[config.mk]
export PLATFORM = sky130hd
export DESIGN_NAME = simple_bfm_arbiter
export DESIGN_NICKNAME = d
export VERILOG_FILES = /design/src/rtl/simple_bfm_arb_pkg.sv /design/src/rtl/simple_bfm_rr_picker.sv /design/src/rtl/simple_bfm_arbiter.sv
export SDC_FILE = /design/constraint.sdc
export NUM_CORES = 1
export LEC_CHECK = 0
export BUFFER_PORTS_ARGS = -buffer_cell sky130_fd_sc_hd__buf_2
export CAP_MARGIN = 10
export CORE_UTILIZATION = 45
export DETAILED_ROUTE_END_ITERATION = 8
export PLACE_DENSITY = 0.89
export SYNTH_ARGS = -nofsm -noshare
export SYNTH_HDL_FRONTEND = slang
export SYNTH_SLANG_ARGS = --single-unit
export TNS_END_PERCENT = 10
[constraint.sdc]
create_clock -name clk -period 2.9 [get_ports clk]
set_clock_uncertainty 0.05 [all_clocks]
set_input_delay 0.145 -clock clk [delete_from_list [all_inputs] [get_ports clk]]
set_output_delay 0.145 -clock clk [all_outputs]
set_load 0.005 [all_outputs]
[src/rtl/simple_bfm_arb_pkg.sv]
// Shared types for the simple-BFM round-robin arbiter.
// Optional timeout abort is enabled by defining SIMPLE_BFM_ARB_TIMEOUT_EN.
package simple_bfm_arb_pkg;

  typedef enum logic [1:0] {
    StIdle,
    StBusy,
    StDrain
  } state_e;

  // Index width that stays at least one bit wide for degenerate counts.
  function automatic int unsigned idx_w(input int unsigned n);
    return (n > 1) ? $clog2(n) : 1;
  endfunction

endpackage

[src/rtl/simple_bfm_rr_picker.sv]
// Combinational round-robin pick: first set request after last_i, wrapping modulo N_REQ.
module simple_bfm_rr_picker
  import simple_bfm_arb_pkg::*;
#(
  parameter int unsigned N_REQ = 4,
  parameter int unsigned IdxW  = idx_w(N_REQ)
) (
  input  logic [N_REQ-1:0] req_i,
  input  logic [IdxW-1:0]  last_i,
  output logic             valid_o,
  output logic [IdxW-1:0]  idx_o
);

  always_comb begin
    int unsigned     cand;
    logic [IdxW-1:0] cand_idx;
    logic            found;
    cand     = 0;
    cand_idx = '0;
    found    = 1'b0;
    idx_o    = '0;
    // Scan from last_i+1 so the previous winner has the lowest priority.
    for (int unsigned off = 1; off <= N_REQ; off++) begin
      cand     = (32'(last_i) + off) % N_REQ;
      cand_idx = IdxW'(cand);
      if (!found && req_i[cand_idx]) begin
        found = 1'b1;
        idx_o = cand_idx;
      end
    end
    valid_o = found;
  end

endmodule

[src/rtl/simple_bfm_arbiter.sv]
// Round-robin arbiter sharing one req/data/ack target among N_REQ requesters.
// Define SIMPLE_BFM_ARB_TIMEOUT_EN to abort stuck transactions after TIMEOUT_CYCLES.
module simple_bfm_arbiter
  import simple_bfm_arb_pkg::*;
#(
  parameter int unsigned N_REQ          = 4,
  parameter int unsigned DATA_W         = 8,
  parameter int unsigned TIMEOUT_CYCLES = 256,
  localparam int unsigned IdxW          = idx_w(N_REQ)
) (
  input  logic                    clk,
  input  logic                    rst,
  input  logic [N_REQ-1:0]        req_i,
  input  logic [N_REQ*DATA_W-1:0] data_i,
  output logic [N_REQ-1:0]        ack_o,
  output logic                    req_o,
  output logic [DATA_W-1:0]       data_o,
  input  logic                    ack_i,
  output logic                    busy_o,
  output logic [IdxW-1:0]         gnt_idx_o,
  output logic                    err_o
);

  if (N_REQ < 2 || N_REQ > 16 || TIMEOUT_CYCLES < 1) begin : g_param_check
    $error("simple_bfm_arbiter: N_REQ must be 2..16 and TIMEOUT_CYCLES at least 1");
  end

  state_e              state_q, state_d;
  logic [IdxW-1:0]     gnt_q, gnt_d;
  logic [IdxW-1:0]     last_q, last_d;
  logic [DATA_W-1:0]   data_q, data_d;
  logic                req_q, req_d;
  logic [N_REQ-1:0]    ack_q, ack_d;
  logic                done;
  logic                pick_valid;
  logic [IdxW-1:0]     pick_idx;
  logic [DATA_W-1:0]   pick_data;

`ifdef SIMPLE_BFM_ARB_TIMEOUT_EN
  localparam int unsigned CntW = idx_w(TIMEOUT_CYCLES);
  logic [CntW-1:0] cnt_q, cnt_d;
  logic            err_q, err_d;
`endif

  simple_bfm_rr_picker #(
    .N_REQ(N_REQ),
    .IdxW (IdxW)
  ) u_picker (
    .req_i  (req_i),
    .last_i (last_q),
    .valid_o(pick_valid),
    .idx_o  (pick_idx)
  );

  always_comb begin
    pick_data = '0;
    for (int unsigned i = 0; i < N_REQ; i++) begin
      if (pick_idx == IdxW'(i)) pick_data = data_i[i*DATA_W +: DATA_W];
    end
  end

  always_comb begin
    state_d = state_q;
    gnt_d   = gnt_q;
    last_d  = last_q;
    data_d  = data_q;
    req_d   = req_q;
    ack_d   = '0;
    done    = 1'b0;
`ifdef SIMPLE_BFM_ARB_TIMEOUT_EN
    cnt_d   = cnt_q;
    err_d   = 1'b0;
`endif
    unique case (state_q)
      StIdle: begin
        if (pick_valid) begin
          gnt_d   = pick_idx;
          data_d  = pick_data;
          req_d   = 1'b1;
          state_d = StBusy;
`ifdef SIMPLE_BFM_ARB_TIMEOUT_EN
          cnt_d   = '0;
`endif
        end
      end
      StBusy: begin
        done = ack_i;
`ifdef SIMPLE_BFM_ARB_TIMEOUT_EN
        // A real ack on the final cycle takes precedence over the abort.
        if (!ack_i) begin
          if (cnt_q == CntW'(TIMEOUT_CYCLES - 1)) begin
            done  = 1'b1;
            err_d = 1'b1;
          end else begin
            cnt_d = cnt_q + 1'b1;
          end
        end
`endif
        if (done) begin
          req_d   = 1'b0;
          ack_d   = N_REQ'(1) << gnt_q;
          last_d  = gnt_q;
          state_d = StDrain;
        end
      end
      StDrain: state_d = StIdle;
      default: state_d = StIdle;
    endcase
  end

  always_ff @(posedge clk or posedge rst) begin
    if (rst) begin
      state_q <= StIdle;
      gnt_q   <= '0;
      last_q  <= IdxW'(N_REQ - 1);
      data_q  <= '0;
      req_q   <= 1'b0;
      ack_q   <= '0;
`ifdef SIMPLE_BFM_ARB_TIMEOUT_EN
      cnt_q   <= '0;
      err_q   <= 1'b0;
`endif
    end else begin
      state_q <= state_d;
      gnt_q   <= gnt_d;
      last_q  <= last_d;
      data_q  <= data_d;
      req_q   <= req_d;
      ack_q   <= ack_d;
`ifdef SIMPLE_BFM_ARB_TIMEOUT_EN
      cnt_q   <= cnt_d;
      err_q   <= err_d;
`endif
    end
  end

  assign ack_o     = ack_q;
  assign req_o     = req_q;
  assign data_o    = data_q;
  assign busy_o    = (state_q != StIdle);
  assign gnt_idx_o = gnt_q;
`ifdef SIMPLE_BFM_ARB_TIMEOUT_EN
  assign err_o     = err_q;
`else
  assign err_o     = 1'b0;
`endif

endmodule
==> results of run 1 <==
state kept, by name, indices dropped and copies added (netlist names):
| name | flops |
|---|---|
| gnt_idx_o | 2 |
| req_o | 1 |
| last_q | 2 |
| data_o | 8 |
| state_q | 2 |
| ack_o | 4 |
synthesized netlist by cell type (all sizes together):
cell type / number / area, um2
and3: 1 / 6.260
a31o: 1 / 8.760
a21oi: 2 / 13.76
or4: 1 / 7.510
o22ai: 1 / 6.260
or2: 2 / 12.51
nor3: 1 / 5.000
inv: 4 / 15.01
nor2: 5 / 18.77
o21ai: 3 / 15.01
dfstp: 2 / 52.55
nor2b: 1 / 8.760
nand2: 21 / 81.33
dfrtp: 17 / 425.4
buf: 6 / 62.55
o221a: 1 / 11.26
nand3: 1 / 5.000
o221ai: 8 / 70.07
mux2i: 17 / 170.2
conb: 1 / 3.750
cell families (layout without fill, tap and decap cells):
group | count (synthesis) | after routing | synth area share (%)
flops | 19 | 19 | 47.81
mux | 17 | 17 | 17.02
other cells | 1 | 1 | 0.3751
simple gates | 33 | 33 | 14.52
buf+inv | 10 | 64 | 7.758
compound gates | 16 | 16 | 12.52
power by group through the flow:
stage	registers (W)	logic [W]	clock network, W
detailed placement	0.000453	0.000448	0
floorplan	0.000442	0.000335	0
CTS	0.000447	0.000450	0.000135
global placement	0.000453	0.000421	0
global route	0.000459	0.000494	0.000149
finish	0.000449	0.000445	0.000131
worst max-delay path by stage:
| stage | endpoint | start |
|---|---|---|
| after floorplan | data_o[0] | last_q[1] |
| after global routing | data_o[1] | last_q[1] |
| after detailed placement | data_o[1] | last_q[1] |
| after global placement | data_o[1] | last_q[1] |
| after CTS | data_o[1] | last_q[1] |
| final | data_o[1] | last_q[1] |
layer usage:
layer  GRT usage, %  wire [um]
met1          24.70        983
met4          12.25         19
met5              0          0
met3          3.738         94
met2          34.02       1269
timing repair:
action,4_1_cts,5_1_grt
hold buffers,1,0
setup endpoints to repair,0,0
hold endpoints to repair,17,0
layout make-up:
cell class              count  area (um2)  area share [%]
multi-input cells          67       444.2           34.53
inverters                   4       15.01           1.167
clock inverters             1       5.005          0.3891
flip-flops and latches     19       478.0           37.16
repair buffers             56       287.8           22.37
well taps                  27       33.78           2.626
clock buffers               3       22.52           1.751
stage by stage:
| step | setup WS [ns] | util (%) | hold slack [ns] |
|---|---|---|---|
| 2_1_floorplan | 1.165 | - | 0.04465 |
| 3_3_place_gp | 1.115 | 61.76 | 0.2132 |
| 3_5_place_dp | 0.9720 | 61.76 | 0.2326 |
| 4_1_cts | 0.9661 | 63.61 | 0.08081 |
| 5_1_grt | 0.8933 | 63.61 | 0.08249 |
| 6_report | 0.9955 | 63.61 | 0.07616 |
worst register-to-register path, delay by kind of cell, from the launching register on:
kind            cells  cell delay, ns
mux                 2            0.49
flops               1            0.61
compound gates      2            0.36
buf+inv             1            0.28
==> flow_metrics.py, run 1 <==
metrics = {
    "cts": {
        "cts_resized": 0,
        "post-cts-setup-buffer-count": 0,
        "clockBufferDepth": 2,
        "cts_sinks": 19,
        "clkTransAtPathRegs_ns": 0.11,
        "cts-root-buf": "clkbuf_4",
        "cts_tree": "yes",
        "ctsHtreeMaxLevel": 1,
        "insertion_delay_ns": 0.29,
        "cts-buffers-inserted": 3,
    },
    "worst_setup_path": {
        "cp.depth": 5,
        "cp_max_fo": 17,
        "setup.worst_path.start_class": "flop",
        "cp_data_arrival_time_ns": 2.02,
        "path_cells": "mux2i_1 > o221a_1 > buf_4 > mux2i_1 > o221ai_1",
        "cp_top_family": "flip-flops",
        "cpPeakStageDelay_ns": 0.61,
        "endpoint_kind": "flop",
        "required_ns": 3.02,
        "crit_top_cell": "mux2i_1",
        "critPathSlowestCell": "dfstp_2",
        "r2r_cells": 5,
        "rrSetupSlack_ns": 1.0,
        "cp_num_buf_inv": 1,
        "timing.rr.start": "last_q[1]",
        "critPathKind": "reg2reg",
        "reg2reg_to": "data_o[1]",
    },
    "drt": {
        "route.detailed.drc": 0,
        "drt_iter0_drc": 17,
        "wl_per_cell_um": 13.37,
        "viasPerCell": 5.051,
        "wl_mm": 2.367,
        "drtPass1Iterations": 4,
        "route.vias.total": 894,
        "ant_nets": 0,
    },
    "grt": {
        "grt_pass1_wl_mm": 3.753,
        "antenna_found_initial": 0,
        "overflow": 0,
        "grt_pass1_vias": 842,
        "grt_max_degree": 20,
        "grt_usage_pct": 20.56,
    },
    "run": {
        "drv_cap": 0,
    },
    "layout": {
        "final_cell_mix": "54 x buf_2, 20 x nand2_1, 17 x mux2i_1, 17 x dfrtp_1, 8 x o221ai_1",
        "final_cell_area_um2": 1286,
        "n_antenna_cell": 0,
        "final_common_cell": "buf_2",
        "layout.cells.non_filler": 177,
        "n_fill_cell": 157,
        "layout-drive-gt1-share_pct": 44.00,
        "area_growth_pct": 28.66,
        "layout.nets": 190,
    },
    "power": {
        "power_density_nw_per_um2": 796.4,
        "seqPwrFrac_pct": 43.8,
        "clkPwrFrac_pct": 12.8,
        "p_sw_share_pct": 37.32,
        "combinationalPowerShare_pct": 43.4,
        "p_leak_nw": 0.7064,
        "finalPower_w": 0.001024,
        "intPower_w": 0.0006421,
        "peakVddDrop_v": 0.0004442,
        "p_sw_w": 0.0003823,
    },
    "floorplanning": {
        "die_x_um": 49.14,
        "initial_core_util_pct": 49.44,
        "num_rows": 16,
        "core_area_um2": 2022,
        "dieArea_um2": 2414,
        "die_y_um": 49.14,
        "ios": 56,
    },
    "synth": {
        "ys_types": 25,
        "syn-instance-count": 96,
        "synth-seq-cells": 19,
        "synth_warnings": 0,
        "syn_nets": 135,
        "avgSynthCellArea_um2": 10.41,
        "syn_area_um2": 999.7,
        "synth-seq-area-share_pct": 47.81,
    },
    "timing": {
        "maxSlewHeadroom_pct": 53.19,
        "fmax_ghz": 0.5251,
        "drv_slew": 0,
        "period_needed_ns": 1.905,
        "fin_crit_sh_pct": 65.67,
        "tightest_slew_ns": 0.7014,
        "finalSetupViolCount": 0,
        "hold_viol_final": 0,
        "setup-tns-final_ns": 0,
        "rsz0062_at_grt": "no",
    },
    "placement": {
        "place_congestion": 0.7380,
        "place_inst": 172,
        "io_buffer_count": 54,
        "hpwl_mm": 1.863,
        "placed_cell_area_um2": 1249,
    },
    "hold_path": {
        "holdPathEnd": "state_q[0]",
        "holdPathStages": 4,
        "hold_class": "in2reg",
        "worstHoldStart": "ack_i",
    },
    "status": {
        "status": "completed",
    },
}
No activity file was read; power rests on OpenSTA's default activity.
==> run 2, diff against run 1 <==
ABC_AREA = 1   (was unset)
PLACE_DENSITY = 0.84   (was 0.89)
clock period = 1.95 ns   (was 2.9 ns; I/O delays follow)
==> run 2 against run 1 <==
Net effect: the flow now finishes with violations (negative setup slack); global-route usage increased by 3.4 points; die area increased by 30%; combinational power increased to 6.0 times the previous value; sequential power increased by 53%; final area increased by 44%; critical path depth increased by 8; utilization increased by 3.4 points; sequential cell count unchanged; register-to-register slack got worse by 1.1 ns; critical endpoint unchanged.
==> flow_metrics.py, run 2 <==
metrics = {
    "status": {
        "status": "complete, but fails checks",
        "violations": "negative setup slack",
    },
    "layout": {
        "layout-drive-gt1-share_pct": 45.35,
        "layout.cells.non_filler": 289,
        "multi_input_area_um2": 750.7,
        "regArea_um2": 478.0,
        "final_common_cell": "nand2_1",
        "layout.nets": 298,
        "final_cell_area_um2": 1848,
        "n_fill_cell": 233,
        "n_antenna_cell": 0,
        "largest_reg_flops": 8,
        "area_growth_pct": 40.80,
        "final_cell_mix": "61 x nand2_1, 54 x buf_2, 19 x nand3_1, 19 x buf_4, 17 x dfrtp_1",
    },
    "power": {
        "finalPower_w": 0.003562,
        "combinationalPowerShare_pct": 75.1,
        "peakVddDrop_v": 0.001485,
        "p_sw_w": 0.001782,
        "intPower_w": 0.001780,
        "clkPwrFrac_pct": 5.6,
        "power_density_nw_per_um2": 1928,
        "seqPwrFrac_pct": 19.2,
        "p_leak_nw": 1.048,
        "p_sw_share_pct": 50.03,
    },
    "worst_setup_path": {
        "critPathSlowestCell": "dfstp_2",
        "cp_top_family": "simple AND/OR/NAND/NOR gates",
        "r2r_cells": 13,
        "endpoint_kind": "flop",
        "setup.worst_path.start_class": "flop",
        "cp_max_fo": 8,
        "reg2reg_to": "data_o[1]",
        "cp_num_buf_inv": 2,
        "critPathLaunch": "last_q[0]",
        "rrSetupSlack_ns": -0.14,
        "path_cells": "buf_6 > nand2_1 > nand2_2 > nand2_2 > nand2_4 > nor2_2 > a21oi_4 > nand3_4 > buf_4 > nand3_1 > nand4_1 > nand2_1 > nand2_1",
        "required_ns": 2.12,
        "cp.depth": 13,
        "endpoint": "data_o[1]",
        "critPathKind": "reg2reg",
        "cp_data_arrival_time_ns": 2.26,
        "crit_top_cell": "nand2_1",
        "timing.rr.start": "last_q[0]",
        "cpPeakStageDelay_ns": 0.62,
    },
    "drt": {
        "viasPerCell": 5.221,
        "drt_iter0_drc": 64,
        "wl_mm": 3.709,
        "ant_nets": 0,
        "drtPass1Iterations": 6,
        "wl_per_cell_um": 12.83,
        "route.detailed.drc": 0,
        "route.vias.total": 1509,
    },
    "synth": {
        "synth-seq-cells": 19,
        "syn_area_um2": 1313,
        "synth_top_cells_by_count": "70 x nand2_1, 19 x nand3_1, 17 x dfrtp_1",
        "syn_nets": 220,
        "avgSynthCellArea_um2": 7.251,
        "async_flop_share_pct": 100.0,
        "ys_types": 27,
        "synth_largest_area_cell": "dfrtp_1",
        "synth-seq-area-share_pct": 36.42,
        "synth_area_leaders": "dfrtp_1 32%, nand2_1 20%, nand3_1 7.2%, nand4_1 5.7%, dfstp_2 4.0%",
        "synth_warnings": 0,
        "syn-instance-count": 181,
        "synth_edf_count": 0,
        "post-synth-top-count-cell": "nand2_1",
        "synth.top_cell.area_share_pct": 32.41,
        "synth_top_flop_cell": "dfrtp_1",
    },
    "floorplanning": {
        "initial_core_util_pct": 47.60,
        "die_x_um": 56.01,
        "ios": 56,
        "dieArea_um2": 3137,
        "num_rows": 19,
        "core_area_um2": 2758,
        "die_y_um": 56.01,
    },
    "timing": {
        "rsz0062_at_grt": "yes",
        "maxSlewHeadroom_pct": 52.64,
        "finalSetupViolCount": 8,
        "period_needed_ns": 2.095,
        "hold_viol_final": 0,
        "tightest_slew_ns": 0.7096,
        "drv_slew": 0,
        "post-route-worst-setup-slack_ns": -0.1448,
        "fin_crit_sh_pct": 107.4,
        "fmax_ghz": 0.4774,
    },
    "cts": {
        "cts-buffers-inserted": 3,
        "ctsHtreeMaxLevel": 1,
        "clockBufferDepth": 2,
        "cts-root-buf": "clkbuf_4",
        "insertion_delay_ns": 0.31,
        "cts_tree": "yes",
        "cts_sinks": 19,
        "clkTransAtPathRegs_ns": 0.11,
    },
    "grt": {
        "grt_usage_pct": 23.94,
        "antenna_found_initial": 0,
        "grt_pass1_wl_mm": 5.823,
        "overflow": 0,
        "grt_max_degree": 20,
        "grt_pass1_vias": 1360,
    },
    "placement": {
        "placed_cell_area_um2": 1695,
        "place_inst": 277,
        "hpwl_mm": 2.643,
        "post-place-ws_ns": -0.1773,
        "place_congestion": 0.9047,
        "io_buffer_count": 54,
    },
    "hold_path": {
        "worstHoldStart": "data_i[16]",
        "hold_class": "in2reg",
    },
    "run": {
        "drv_cap": 0,
    },
}
run 2: cell count changes in the layout (fill, tap and decap cells not counted), moves of 5 or more:
cell	before	now
nand3_1	1	19
inv_2	0	5
nand2_2	1	16
o21ai_1	0	5
nand4_1	0	12
inv_1	4	12
nand2_1	20	61
buf_4	1	19
o221ai_1	8	0
mux2i_1	17	0
run 2: timing repair:
item,in CTS,in global routing
hold endpoints to repair,18,0
resized for setup,3,17
endpoints found under the setup margin,8,11
pin swaps,3,9
setup buffers,2,4
hold buffers,2,0
run 2: layout make-up:
| type | instances | area share, % |
|---|---|---|
| Inverter | 19 | 4.265 |
| Sequential cell | 19 | 25.86 |
| Tap cell | 31 | 2.099 |
| Timing Repair Buffer | 78 | 25.73 |
| Multi-Input combinational cell | 138 | 40.62 |
| Clock buffer | 4 | 1.422 |
run 2: per-stage QoR:
step / utilization [%] / hold WS (ns) / setup TNS (ns)
3_5_place_dp: 61.48 / 0.1982 / -1.037
2_1_floorplan: - / -0.002850 / 0
5_1_grt: 67.01 / 0.06307 / -2.584
4_1_cts: 64.43 / 0.04331 / -0.5489
3_3_place_gp: 61.48 / 0.1869 / -0.4414
6_report: 67.01 / 0.03580 / -0.8437
run 2: how the worst min path moves through the flow:
stage,depth (start not counted),endpoint
CTS,5,data_o[0]
floorplan,1,ack_o[0]
finish,5,data_o[0]
global placement,2,data_o[7]
global route,5,data_o[0]
detailed placement,2,data_o[6]
run 2: power groups by stage:
stage               registers [W]  clock network (W)  logic, W
finish                   0.000685           0.000201   0.00268
global route             0.000703           0.000219   0.00298
CTS                      0.000677           0.000201   0.00245
detailed placement       0.000680                  0   0.00228
global placement         0.000679                  0   0.00221
floorplan                0.000679                  0   0.00163
run 2: kinds of logic (layout without fill, tap and decap cells):
kind of cell    Yosys count  after routing  synth area share (%)
simple gates            125            125                 48.52
buf+inv                  24            101                 9.152
flops                    19             19                 36.42
compound gates           12             12                 5.625
other cells               1              1                0.2857
run 2: worst min-delay path, stage by stage:
cell	delay, ns
buf_2	0.08
nand2_1	0.05
nand3_1	0.06
nand2_1	0.04
nand2_1	0.05
run 2: per-layer routing:
metal	wire, um	up-vias	GRT usage (%)
li1	-	739	-
met1	1468	701	30.79
met2	1899	56	39.29
met3	230	13	3.721
met4	111	0	11.50
met5	0	-	0
==> run 3, diff against run 2 <==
CORE_ASPECT_RATIO = 0.75   (was unset)
==> run 3 against run 2 <==
Net effect: the flow still finishes with violations (negative setup slack); sequential cell count stayed put; wire length is 5.1% higher; final area is 2.8% higher; critical path depth is 2 higher; utilization is 3.8 points higher; sequential power is 2% lower; clock power is 39% higher; critical path type unchanged.
==> flow_metrics.py, run 3 (same netlist as run 2, synthesis figures left out) <==
metrics = {
    "layout": {
        "final_cell_area_um2": 1901,
        "layout.cells.non_filler": 295,
        "largest_reg_flops": 8,
        "area_growth_pct": 44.80,
        "final_core_util_pct": 70.85,
        "layout-drive-gt1-share_pct": 46.72,
        "final_common_cell": "nand2_1",
        "final_cell_mix": "59 x nand2_1, 54 x buf_2, 19 x nand3_1, 19 x buf_4, 17 x dfrtp_1",
        "n_antenna_cell": 0,
        "layout.nets": 299,
    },
    "drt": {
        "drt_iter0_drc": 87,
        "route.detailed.drc": 0,
        "ant_nets": 0,
        "wl_per_cell_um": 13.22,
        "wl_mm": 3.899,
        "drtPass1Iterations": 4,
        "viasPerCell": 5.166,
        "route.vias.total": 1524,
    },
    "grt": {
        "grt_usage_pct": 25.39,
        "grt_max_degree": 20,
        "antenna_found_initial": 0,
        "grt_pass1_vias": 1403,
        "overflow": 0,
        "grt_pass1_wl_mm": 6.120,
    },
    "placement": {
        "io_buffer_count": 54,
        "placed_cell_area_um2": 1679,
        "place_inst": 279,
        "place_congestion": 0.8544,
        "hpwl_mm": 2.675,
    },
    "run": {
        "drv_cap": 0,
    },
    "timing": {
        "fmax_ghz": 0.4784,
        "rsz0062_at_grt": "yes",
        "fin_crit_sh_pct": 107.2,
        "post-route-worst-setup-slack_ns": -0.1404,
        "period_needed_ns": 2.090,
        "fin_hold_ws_ns": 0.09440,
        "setup-tns-final_ns": -0.8586,
        "tightest_slew_ns": 0.7065,
        "finalSetupViolCount": 8,
        "hold_viol_final": 0,
        "maxSlewHeadroom_pct": 52.85,
        "drv_slew": 0,
    },
    "hold_path": {
        "holdPathStages": 5,
        "holdPathEnd": "data_o[6]",
        "hold_class": "in2reg",
        "worstHoldStart": "data_i[30]",
    },
    "cts": {
        "clkTransAtPathRegs_ns": 0.07,
        "cts_sinks": 19,
        "ctsHtreeMaxLevel": 1,
        "clockBufferDepth": 2,
        "cts-root-buf": "clkbuf_8",
        "cts_tree": "yes",
        "cts-buffers-inserted": 3,
        "insertion_delay_ns": 0.26,
    },
    "floorplanning": {
        "core_area_um2": 2683,
        "dieArea_um2": 3139,
        "ios": 56,
        "num_rows": 16,
        "die_y_um": 48.77,
        "initial_core_util_pct": 48.93,
        "die_x_um": 64.36,
    },
    "power": {
        "power_density_nw_per_um2": 1939,
        "p_leak_nw": 1.072,
        "peakVddDrop_v": 0.001085,
    },
    "worst_setup_path": {
        "cp.depth": 15,
        "setup.worst_path.start_class": "flop",
        "reg2reg_to": "data_o[4]",
        "critPathKind": "reg2reg",
        "timing.rr.start": "last_q[0]",
        "cp_top_family": "simple AND/OR/NAND/NOR gates",
        "cp_max_fo": 6,
        "cp_num_buf_inv": 5,
        "r2r_cells": 15,
        "crit_top_cell": "nand2_1",
        "path_cells": "buf_6 > buf_4 > nand2_1 > nand3_1 > nand2_2 > nand4_1 > nand2_1 > inv_2 > nand2_4 > buf_6 > buf_4 > nand3_1 > nand4_1 > nand2_1 > nand2_1",
        "cp_data_arrival_time_ns": 2.19,
        "endpoint_kind": "flop",
        "required_ns": 2.05,
        "rrSetupSlack_ns": -0.14,
        "critPathSlowestCell": "dfstp_2",
        "cpPeakStageDelay_ns": 0.59,
    },
    "status": {
        "violations": "negative setup slack",
        "status": "complete, but fails checks",
    },
}
## run 3: cell types whose count changed in the layout (fill, tap and decap cells not counted), moves of 2 or more
| cell | delta |
|---|---|
| clkbuf_4 | -3 |
| clkbuf_8 | +3 |
| nand2_1 | -2 |
| nand2_4 | +3 |
## run 3: worst max path at each step
| stage | from | end | slack [ns] |
|---|---|---|---|
| 2_1_floorplan | last_q[0] | data_o[1] | 0.09 |
| 3_3_place_gp | last_q[0] | data_o[5] | -0.06 |
| 3_5_place_dp | last_q[0] | data_o[5] | -0.14 |
| 4_1_cts | last_q[0] | data_o[5] | -0.09 |
| 5_1_grt | last_q[0] | data_o[5] | -0.26 |
| 6_report | last_q[0] | data_o[4] | -0.14 |
## run 3: power breakdown
| part | leakage (nW) | internal (W) | switching (W) |
|---|---|---|---|
| Combinational | 0.814 | 0.00112 | 0.00161 |
| Sequential | 0.236 | 0.000572 | 0.000102 |
| Clock | 0.0217 | 0.000144 | 0.000135 |
| Total | 1.07 | 0.00183 | 0.00185 |
## run 3: worst reg2reg max path, stage by stage, from the launching register on
cell and delay (ns):
dfstp_2 0.59, buf_6 0.12, buf_4 0.10, nand2_1 0.04, nand3_1 0.11, nand2_2 0.10, nand4_1 0.08, nand2_1 0.06
inv_2 0.07, nand2_4 0.09, buf_6 0.14, buf_4 0.13, nand3_1 0.07, nand4_1 0.10, nand2_1 0.08, nand2_1 0.05
## run 3: layout make-up
cell class                      count  area (um2)
Clock buffer                        3       41.29
Clock inverter                      1       7.507
Fill cell                         219       782.0
Inverter                           19       76.32
Multi-Input combinational cell    139       785.8
Sequential cell                    19       478.0
Tap cell                           36       45.04
Timing Repair Buffer               78       466.7
## run 3: layer usage
layer	part of all wire, %	routed length [um]	track usage [%]
met5	0	0	0
met4	2.2	87	8.148
met3	5.8	228	2.804
met2	46	1784	39.82
met1	46	1798	36.69
## run 3: repair_timing
item / CTS / global route
hold buffers: 2 / 0
resized for setup: 16 / 11
gates cloned: 1 / 0
hold endpoints to repair: 18 / 0
pin swaps: 12 / 6
setup buffers: 5 / 4
setup endpoints to repair: 8 / 9
## run 3: metrics by stage
step	total power [W]	worst slack, ns
3_5_place_dp	0.002887	-0.1401
4_1_cts	0.003480	-0.08565
3_3_place_gp	0.002823	-0.06464
2_1_floorplan	0.002314	0.08948
5_1_grt	0.003994	-0.2584
6_report	0.003685	-0.1404
